<file path="config.mk">
export PLATFORM = sky130hd
export DESIGN_NAME = pipe_ctrl
export DESIGN_NICKNAME = d
export VERILOG_FILES = /design/src/rtl/pipe_ctrl.sv
export SDC_FILE = /design/constraint.sdc
export NUM_CORES = 1
export LEC_CHECK = 0
export BUFFER_PORTS_ARGS = -buffer_cell sky130_fd_sc_hd__clkbuf_2
export CAP_MARGIN = 20
export CORE_ASPECT_RATIO = 0.8
export CORE_UTILIZATION = 42
export CTS_CLUSTER_DIAMETER = 120
export DETAILED_ROUTE_END_ITERATION = 7
export GPL_ROUTABILITY_DRIVEN = 0
export GPL_TIMING_DRIVEN = 0
export PLACE_DENSITY = 0.77
export SKIP_LAST_GASP = 1
export SLEW_MARGIN = 0
export SYNTH_ARGS = -nofsm -noshare
export SYNTH_HDL_FRONTEND = slang
export SYNTH_SLANG_ARGS = --single-unit
</file>
<file path="constraint.sdc">
create_clock -name clk -period 1.8 [get_ports clk]
set_clock_uncertainty 0.2 [all_clocks]
set_input_delay 0.09 -clock clk [delete_from_list [all_inputs] [get_ports clk]]
set_output_delay 0.09 -clock clk [all_outputs]
set_load 0.005 [all_outputs]
</file>
<file path="src/rtl/pipe_ctrl.sv">
// pipe_ctrl: jump arbitration, stall/hold merge and deferred-jump sequencing for the pipeline registers.
// Optional feature macro PIPE_CTRL_PERF_EN adds saturating stall-cycle and jump-event counters.
module pipe_ctrl #(
  parameter int STAGES     = 4,
  parameter int NUM_JSRC   = 2,
  parameter int ADDR_W     = 32,
  parameter int JUMP_STAGE = 2,
  parameter int HOLD_W     = 4
) (
  input  logic                       clk,
  input  logic                       rst,
  input  logic [NUM_JSRC-1:0]        jump_en_i,
  input  logic [NUM_JSRC*ADDR_W-1:0] jump_addr_i,
  input  logic [STAGES-1:0]          stall_req_i,
  input  logic                       hold_req_i,
  input  logic [HOLD_W-1:0]          hold_cycles_i,
  output logic                       jump_en_o,
  output logic [ADDR_W-1:0]          jump_addr_o,
  output logic [STAGES-1:0]          stall_o,
  output logic [STAGES-1:0]          flush_o,
  output logic                       busy_o
`ifdef PIPE_CTRL_PERF_EN
  ,
  output logic [31:0]                stall_cyc_o,
  output logic [31:0]                flush_evt_o
`endif
);

  typedef enum logic [1:0] {
    IDLE = 2'd0,
    HOLD = 2'd1,
    PEND = 2'd2
  } state_t;

  state_t              state, state_nxt;
  logic [HOLD_W-1:0]   hold_cnt, hold_cnt_nxt;
  logic [ADDR_W-1:0]   pend_addr, pend_addr_nxt;
  logic                pend_valid, pend_valid_nxt;

  logic [STAGES-1:0]   merge_stall;
  logic [STAGES-1:0]   merge_flush;
  logic [STAGES-1:0]   jump_mask;
  logic                older_stall;
  logic                win_vld;
  logic [ADDR_W-1:0]   win_addr;
  logic [HOLD_W-1:0]   hold_len_m1;

  // A stage stalls when it or any older stage stalls; the first free stage above gets a bubble.
  always_comb begin
    merge_stall = '0;
    merge_flush = '0;
    jump_mask   = '0;
    for (int j = STAGES - 1; j >= 0; j--) begin
      if (j == STAGES - 1) merge_stall[j] = stall_req_i[j];
      else                 merge_stall[j] = stall_req_i[j] | merge_stall[j+1];
    end
    for (int j = 1; j < STAGES; j++) begin
      merge_flush[j] = merge_stall[j-1] & ~merge_stall[j];
    end
    for (int j = 0; j < STAGES; j++) begin
      jump_mask[j] = (j < JUMP_STAGE);
    end
  end

  assign older_stall = |(stall_req_i & ~jump_mask);

  // Lowest-index source wins; scanning downward leaves the lowest one last.
  always_comb begin
    win_vld  = 1'b0;
    win_addr = '0;
    for (int s = NUM_JSRC - 1; s >= 0; s--) begin
      if (jump_en_i[s]) begin
        win_vld  = 1'b1;
        win_addr = jump_addr_i[s*ADDR_W +: ADDR_W];
      end
    end
  end

  assign hold_len_m1 = (hold_cycles_i == '0) ? '0 : hold_cycles_i - HOLD_W'(1);

  always_ff @(posedge clk or negedge rst) begin
    if (!rst) begin
      state      <= IDLE;
      hold_cnt   <= '0;
      pend_addr  <= '0;
      pend_valid <= 1'b0;
    end else begin
      state      <= state_nxt;
      hold_cnt   <= hold_cnt_nxt;
      pend_addr  <= pend_addr_nxt;
      pend_valid <= pend_valid_nxt;
    end
  end

  always_comb begin
    state_nxt      = state;
    hold_cnt_nxt   = hold_cnt;
    pend_addr_nxt  = pend_addr;
    pend_valid_nxt = pend_valid;
    jump_en_o      = 1'b0;
    jump_addr_o    = '0;
    stall_o        = merge_stall;
    flush_o        = merge_flush;

    unique case (state)
      IDLE: begin
        if (hold_req_i) begin
          stall_o      = '1;
          flush_o      = '0;
          hold_cnt_nxt = hold_len_m1;
          if (win_vld) begin
            pend_addr_nxt  = win_addr;
            pend_valid_nxt = 1'b1;
          end
          if (hold_len_m1 != '0) state_nxt = HOLD;
          else if (win_vld)      state_nxt = PEND;
        end else if (win_vld) begin
          if (older_stall) begin
            pend_addr_nxt  = win_addr;
            pend_valid_nxt = 1'b1;
            state_nxt      = PEND;
          end else begin
            jump_en_o   = 1'b1;
            jump_addr_o = win_addr;
            flush_o     = merge_flush | jump_mask;
            stall_o     = merge_stall & ~jump_mask;
          end
        end
      end

      HOLD: begin
        stall_o      = '1;
        flush_o      = '0;
        hold_cnt_nxt = hold_cnt - HOLD_W'(1);
        // Only the first jump seen during a hold is kept; later ones are younger and get flushed.
        if (win_vld && !pend_valid) begin
          pend_addr_nxt  = win_addr;
          pend_valid_nxt = 1'b1;
        end
        if (hold_cnt == HOLD_W'(1)) begin
          state_nxt = (pend_valid || win_vld) ? PEND : IDLE;
        end
      end

      PEND: begin
        if (!older_stall) begin
          jump_en_o      = 1'b1;
          jump_addr_o    = pend_addr;
          flush_o        = merge_flush | jump_mask;
          stall_o        = merge_stall & ~jump_mask;
          pend_valid_nxt = 1'b0;
          state_nxt      = IDLE;
        end
      end

      default: begin
        state_nxt      = IDLE;
        pend_valid_nxt = 1'b0;
      end
    endcase
  end

  assign busy_o = (state != IDLE);

`ifdef PIPE_CTRL_PERF_EN
  function automatic logic [31:0] sat_inc(input logic [31:0] v);
    return (v == 32'hFFFF_FFFF) ? v : v + 32'd1;
  endfunction

  always_ff @(posedge clk or negedge rst) begin
    if (!rst) begin
      stall_cyc_o <= '0;
      flush_evt_o <= '0;
    end else begin
      if (|stall_o) stall_cyc_o <= sat_inc(stall_cyc_o);
      if (jump_en_o) flush_evt_o <= sat_inc(flush_evt_o);
    end
  end
`endif

  a_addr_zero: assert property (@(posedge clk) disable iff (!rst) !jump_en_o |-> (jump_addr_o == '0));

endmodule

</file>
## Yosys cells after proc, flatten, opt, wreduce, memory -nomap -nowiden

Cells that the tools add are included.

| cells by class | value |
|---|---|
| add/subtract/negate cells | 2 |
| equality and inequality tests | 11 |
| muxes and demuxes | 46 |
| bitwise operators | 9 |
| reductions and logical operators | 13 |

Operators with widths:

| operator | number |
|---|---|
| 32-bit 2-to-1 mux | 11 |
| 32-bit one-hot mux with 2 select lines | 2 |
| 2-bit 2-to-1 mux | 12 |
| 4-bit one-hot mux with 3 select lines | 2 |
| 4-bit 2-to-1 mux | 4 |
| 1-bit 2-to-1 mux | 11 |
| 2-bit != test (second input constant) | 5 |
| 3-bit != test (second input constant) | 3 |
| 4-bit one-hot mux with 2 select lines | 1 |
| 4-bit AND reduction | 2 |
| 4-bit by 1-bit subtractor with 4-bit output (second input constant) | 2 |
| 2-bit one-hot mux with 3 select lines | 1 |
| 5-bit AND reduction | 1 |
| 4-bit by 1-bit == test with 1-bit output (second input constant) | 1 |
| 4-bit logical NOT | 1 |
| 2-bit nonzero test | 2 |
| 4-bit nonzero test | 1 |
| 1-bit bitwise AND | 3 |
| 1-bit inverter | 3 |
| 1-bit OR | 3 |
| 1-bit one-hot mux with 3 select lines | 1 |
| 2-bit by 1-bit == test with 1-bit output (second input constant) | 1 |
| 2-bit == test (second input constant) | 1 |
| 2-bit logical NOT | 1 |
| 6 further kinds | 6 |

| storage, ports and cells | value |
|---|---|
| bits in registers | 39 |
| output and inout bits | 42 |

## Depth between registers and ports, before layout

| logic depth | value |
|---|---|
| depth after elaboration | 8 |
| gate-level depth with buffers | 6 |
| gate-level depth less buffers | 5 |

## Worst setup path before layout

No wires, ideal clock.

| timing | value |
|---|---|
| path type | register to output |
| start point | register state[1] |
| end point | output jump_addr_o[10] |
| arrival | 1670 ps |
| required time | 1510 ps |
| slack | -160 ps |
| cell stages (with the launch flop) | 7 |
| cells stage by stage | dfrtp_1 or2_4 or3_1 or2_0 buf_2 buf_6 o21ai_1 |

| between the ends | value |
|---|---|
| word-level cells in the longest chain between the ends | 2 |
| elaborated cells between the ends (all ways) | 3 |
| classes of those cells | 1 x eq/ne; 1 x mux; 1 x reduce/logical |

Ends and longest elaborated chain:

| element | line | RTL |
|---|---|---|
| start, declared | 35 | `state_t state, state_nxt;` |
| start signal, assigned | 88 | `state <= state_nxt;` |
| 2-bit == test or 2-bit logical NOT (tied branches) | 105 | `unique case (state)` |
| 32-bit one-hot mux with 2 select lines * | 105 |  |
| end, declared | 18 | `output logic [ADDR_W-1:0] jump_addr_o,` |

Every way passes the cells marked *; elsewhere a longest branch is shown, timed or not.

## Worst setup path in the final report

| timing | value |
|---|---|
| start point | register state[1] |
| end point | output jump_addr_o[8] |

The elaborated chain is that of the path after synthesis.

==> results.txt <==
----------------------------------------------------
[Timing]
  Final hold viol count ... 0
  Achievable clock frequency ... 0.4185 GHz
  Final period util ... 132.8%
  Worst path setup slack after routing ... -0.5896 ns
  Max transition margin ... 34.17%
  Setup-violating endpoint count in the final report ... 58
  Hold slack ... 0.02298 ns
  Slew at the pin closest to its max-slew limit ... 0.9874 ns
  Min Tclk post-route ... 2.390 ns
  Max-slew violation total from the final report ... 0
  Unrepaired setup endpoints after global routing ... true

[Synthesis]
  Distinct cells, synth ... 35
  Cell count after synthesis ... 298
  Number of register bits inferred by synthesis ... 39
  Post-synth net total ... 377
  Simple-gate portion of the synthesized area ... 17.94%
  Mean cell area of the mapped netlist ... 8.166 sq um
  Fraction of the yosys area taken by sequential cells ... 40.10%
  Main combinational cell family by area after synthesis ... compound AO/OA/AOI/OAI gates
  Adder and majority cell fraction of the synthesized area ... 1.028%
  Warnings, synthesis ... 0
  Compound-Gate Fraction of Synth Area ... 35.12%
  Xor/xnor cell area share of the yosys netlist ... 0%
  Post-synthesis instance area ... 2434 sq um
  Multiplexer fraction of the synthesized cell area ... 0.4627%

[Status]
  Status ... finished with violations
  Failing checks ... setup timing

[Pwr]
  Leakage component of the power ... 1.922 nW
  Total power divided by cell area ... 1116 nW/um^2
  Post-layout power ... 4.655 mW
  Worst vdd rail ir drop ... 0.0005748 V

[Critical path]
  Peak fanout along the critical path ... 10
  Slowest Stage Delay on Critical Path ... 0.39 ns
  Critical path start-end classification ... reg -> out
  Data arrival time of the critical path ... 2.10 ns
  Worst-path cell with the longest stage delay ... sky130_fd_sc_hd__dfrtp_1
  Crit end category ... output pin
  Setup crit start kind ... flop
  Required time at the worst-slack endpoint ... 1.51 ns
  Cells along the critical path ... or2_4, or3_4, or2_0, buf_6, buf_12, o21ai_2, buf_2

[Flow run]
  Total of max-cap violations ... 0

[Finish]
  Diodes inserted ... 0
  Summed area of non-filler cells in the final layout ... 4172 sq um
  Area added between synthesis and finish ... 71.41%
  Count of nets after finishing ... 578
  Layout cell share with drive strength beyond 1 ... 42.40%

[Clock network]
  Maximum clock insertion buffer count ... 2
  TritonCTS clock tree ... yes
  Clock transition at the register clock pins on the worst setup and hold paths after CTS ... 0.07 ns
  Depth of the CTS H-tree ... 2
  Clk Latency, worst-skew pair ... 0.29 ns
  Count of clock tree sinks ... 39
  Clock root buffer ... sky130_fd_sc_hd__clkbuf_8
  Number of buffers created by CTS ... 5

[Place]
  Count of input and output buffers ... 117
  Placed wire-length estimate ... 5318 microns
  Area post-placement ... 3136 sq um

[Die]
  Die area ... 6105 sq um
  Area of the core ... 5525 sq um
  Effective utilization at floorplan ... 44.04%
  Site row count ... 24
  Floorplan die width ... 87.11 microns
  I/O Pins ... 119
  Die Span Y ... 70.09 microns

[Route]
  Number of remaining DRC errors ... 0
  Wire per inst ... 15.15 microns
  Total vias in the final route ... 3088
  Initial DRC count ... 185
  Number of antenna-violating nets in the routed design ... 0
  First-pass iteration count of the detailed router ... 4
  Via density per instance ... 5.343
  Sum of routed wire length over all layers ... 8757 microns

[GRT]
  Number of global-route vias before repair ... 3055
  Combined global-route utilization of all metal layers ... 29.19%
  First-pass GRT wire length ... 13810 microns
  Maximum number of pins on one net before global-route repair ... 40
  GRT Residual Overflow ... 0
  Initial antenna violation count ... 0

[Worst hold path]
  Worst min-delay path class ... in -> reg

----------------------------------------------------
registers in the layout (all words and copies together) (netlist names):
signal and cells:
state 2, pend_addr 32, hold_cnt 4, pend_valid 1
report_power, final:
| part | internal (mW) | total [mW] | switching, mW |
|---|---|---|---|
| Sequential | 1.34 | 1.63 | 0.294 |
| Combinational | 1.15 | 2.46 | 1.31 |
| Clock | 0.272 | 0.565 | 0.293 |
timing repair:
item / in CTS / in global routing
endpoints found under the hold margin: 72 / 0
endpoints found under the setup margin: 77 / 68
pin swaps: 4 / 5
resized for setup: 38 / 59
hold buffers: 65 / 0
buffers inserted: 10 / 3
cells in the final DEF (no fill, tap or decap), types with 2 or more instances in the layout:
cell type	count
sky130_fd_sc_hd__clkbuf_2	98
sky130_fd_sc_hd__buf_12	2
sky130_fd_sc_hd__nor2_4	3
sky130_fd_sc_hd__or2_0	2
sky130_fd_sc_hd__o21ai_4	2
sky130_fd_sc_hd__inv_1	4
sky130_fd_sc_hd__buf_2	25
sky130_fd_sc_hd__o21ai_0	8
sky130_fd_sc_hd__o21ai_2	30
sky130_fd_sc_hd__dlygate4sd3_1	65
sky130_fd_sc_hd__dfrtp_1	38
sky130_fd_sc_hd__o311ai_0	2
sky130_fd_sc_hd__a21oi_2	3
sky130_fd_sc_hd__nor3_1	5
sky130_fd_sc_hd__nor3b_1	2
sky130_fd_sc_hd__nor2b_1	2
sky130_fd_sc_hd__o31ai_1	2
sky130_fd_sc_hd__clkbuf_1	8
sky130_fd_sc_hd__o21ai_1	2
sky130_fd_sc_hd__buf_4	12
sky130_fd_sc_hd__nor2_1	30
sky130_fd_sc_hd__clkbuf_8	5
sky130_fd_sc_hd__a22oi_1	31
sky130_fd_sc_hd__buf_6	7
sky130_fd_sc_hd__nand2_1	37
sky130_fd_sc_hd__ha_1	2
sky130_fd_sc_hd__nand2b_1	4
sky130_fd_sc_hd__nor2_2	12
sky130_fd_sc_hd__a21oi_1	37
stage by stage:
stage	util (%)	setup slack, ns	instances	TNS (ns)
global placement	56.75	-0.3874	493	-19.10
detailed placement	56.75	-0.4127	493	-21.98
global route	75.50	-0.6457	578	-24.83
CTS	73.32	-0.5690	575	-18.99
floorplan	-	-0.1551	298	-4.771
finish	75.50	-0.5896	578	-20.25
cell usage after synthesis (all sizes together):
library cell  instances  share of area, %
nor2                 45               6.9
and3                  1              0.26
a2111oi               2               1.5
nor4                  1              0.26
nor2b                 3              0.77
or3                   1              0.26
mux2                  1              0.46
nand2                37               5.7
a22oi                31               9.6
o311ai                2              0.72
ha                    2               1.0
a22o                  1              0.36
or2                   3              0.87
nor3                  5               1.0
nor3b                 2              0.62
clkbuf               14               2.2
o31ai                 2              0.62
a2bb2oi               1              0.36
a21oi                40               8.2
o22ai                 1              0.26
nand3                 1              0.21
nand2b                4               1.0
o2bb2ai               1              0.36
o211ai                1              0.31
inv                   5              0.77
o21a                  1              0.31
dfrtp                39                40
o21ai                42                12
a211o                 1              0.36
buf                   8               2.4
worst paths after layout:
| path | cells after the start | slack (ns) | start | to |
|---|---|---|---|---|
| worst max-delay path | 7 | -0.59 | state[1] | jump_addr_o[8] |
| worst min-delay path | 3 | 0.02 | stall_req_i[3] | pend_valid |
| worst max register to register | 7 | -0.05 | state[0] | pend_addr[1] |
| worst min register to register | 2 | 0.33 | pend_addr[13] | pend_addr[13] |
| max in group asynchronous | 2 | 0.41 | rst | state[0] |
| min in group asynchronous | 2 | 0.31 | rst | pend_addr[20] |
metal layers:
metal / vias up / share of wire [%] / GRT usage [%]
li1: 1477 / - / -
met1: 1472 / 39 / 35.03
met2: 120 / 53 / 52.23
met3: 19 / 5.8 / 5.319
met4: 0 / 2.2 / 9.836
met5: - / 0 / 0
layout make-up:
type / instances / area, sq um
plain buffers: 21 / 171.4
flip-flops and latches: 39 / 977.2
inverters: 5 / 21.27
clock inverters: 1 / 5.005
clock buffers: 7 / 76.32
fillers: 447 / 1354
multi-input cells: 232 / 1481
well taps: 78 / 97.59
repair buffers: 195 / 1341
logic make-up (layout without fill, tap and decap cells):
logic type | after synthesis | count (layout)
compound gates | 126 | 126
simple gates | 103 | 103
flops | 39 | 39
buf+inv | 27 | 229
fa+ha+maj | 2 | 2
mux | 1 | 1
critical path, delay by kind of cell, from the launching register on:
family / cells / cell delay [ns]
flops: 1 / 0.39
simple gates: 3 / 0.85
compound gates: 1 / 0.15
buf+inv: 3 / 0.43
(Power assumes the default switching activity.)
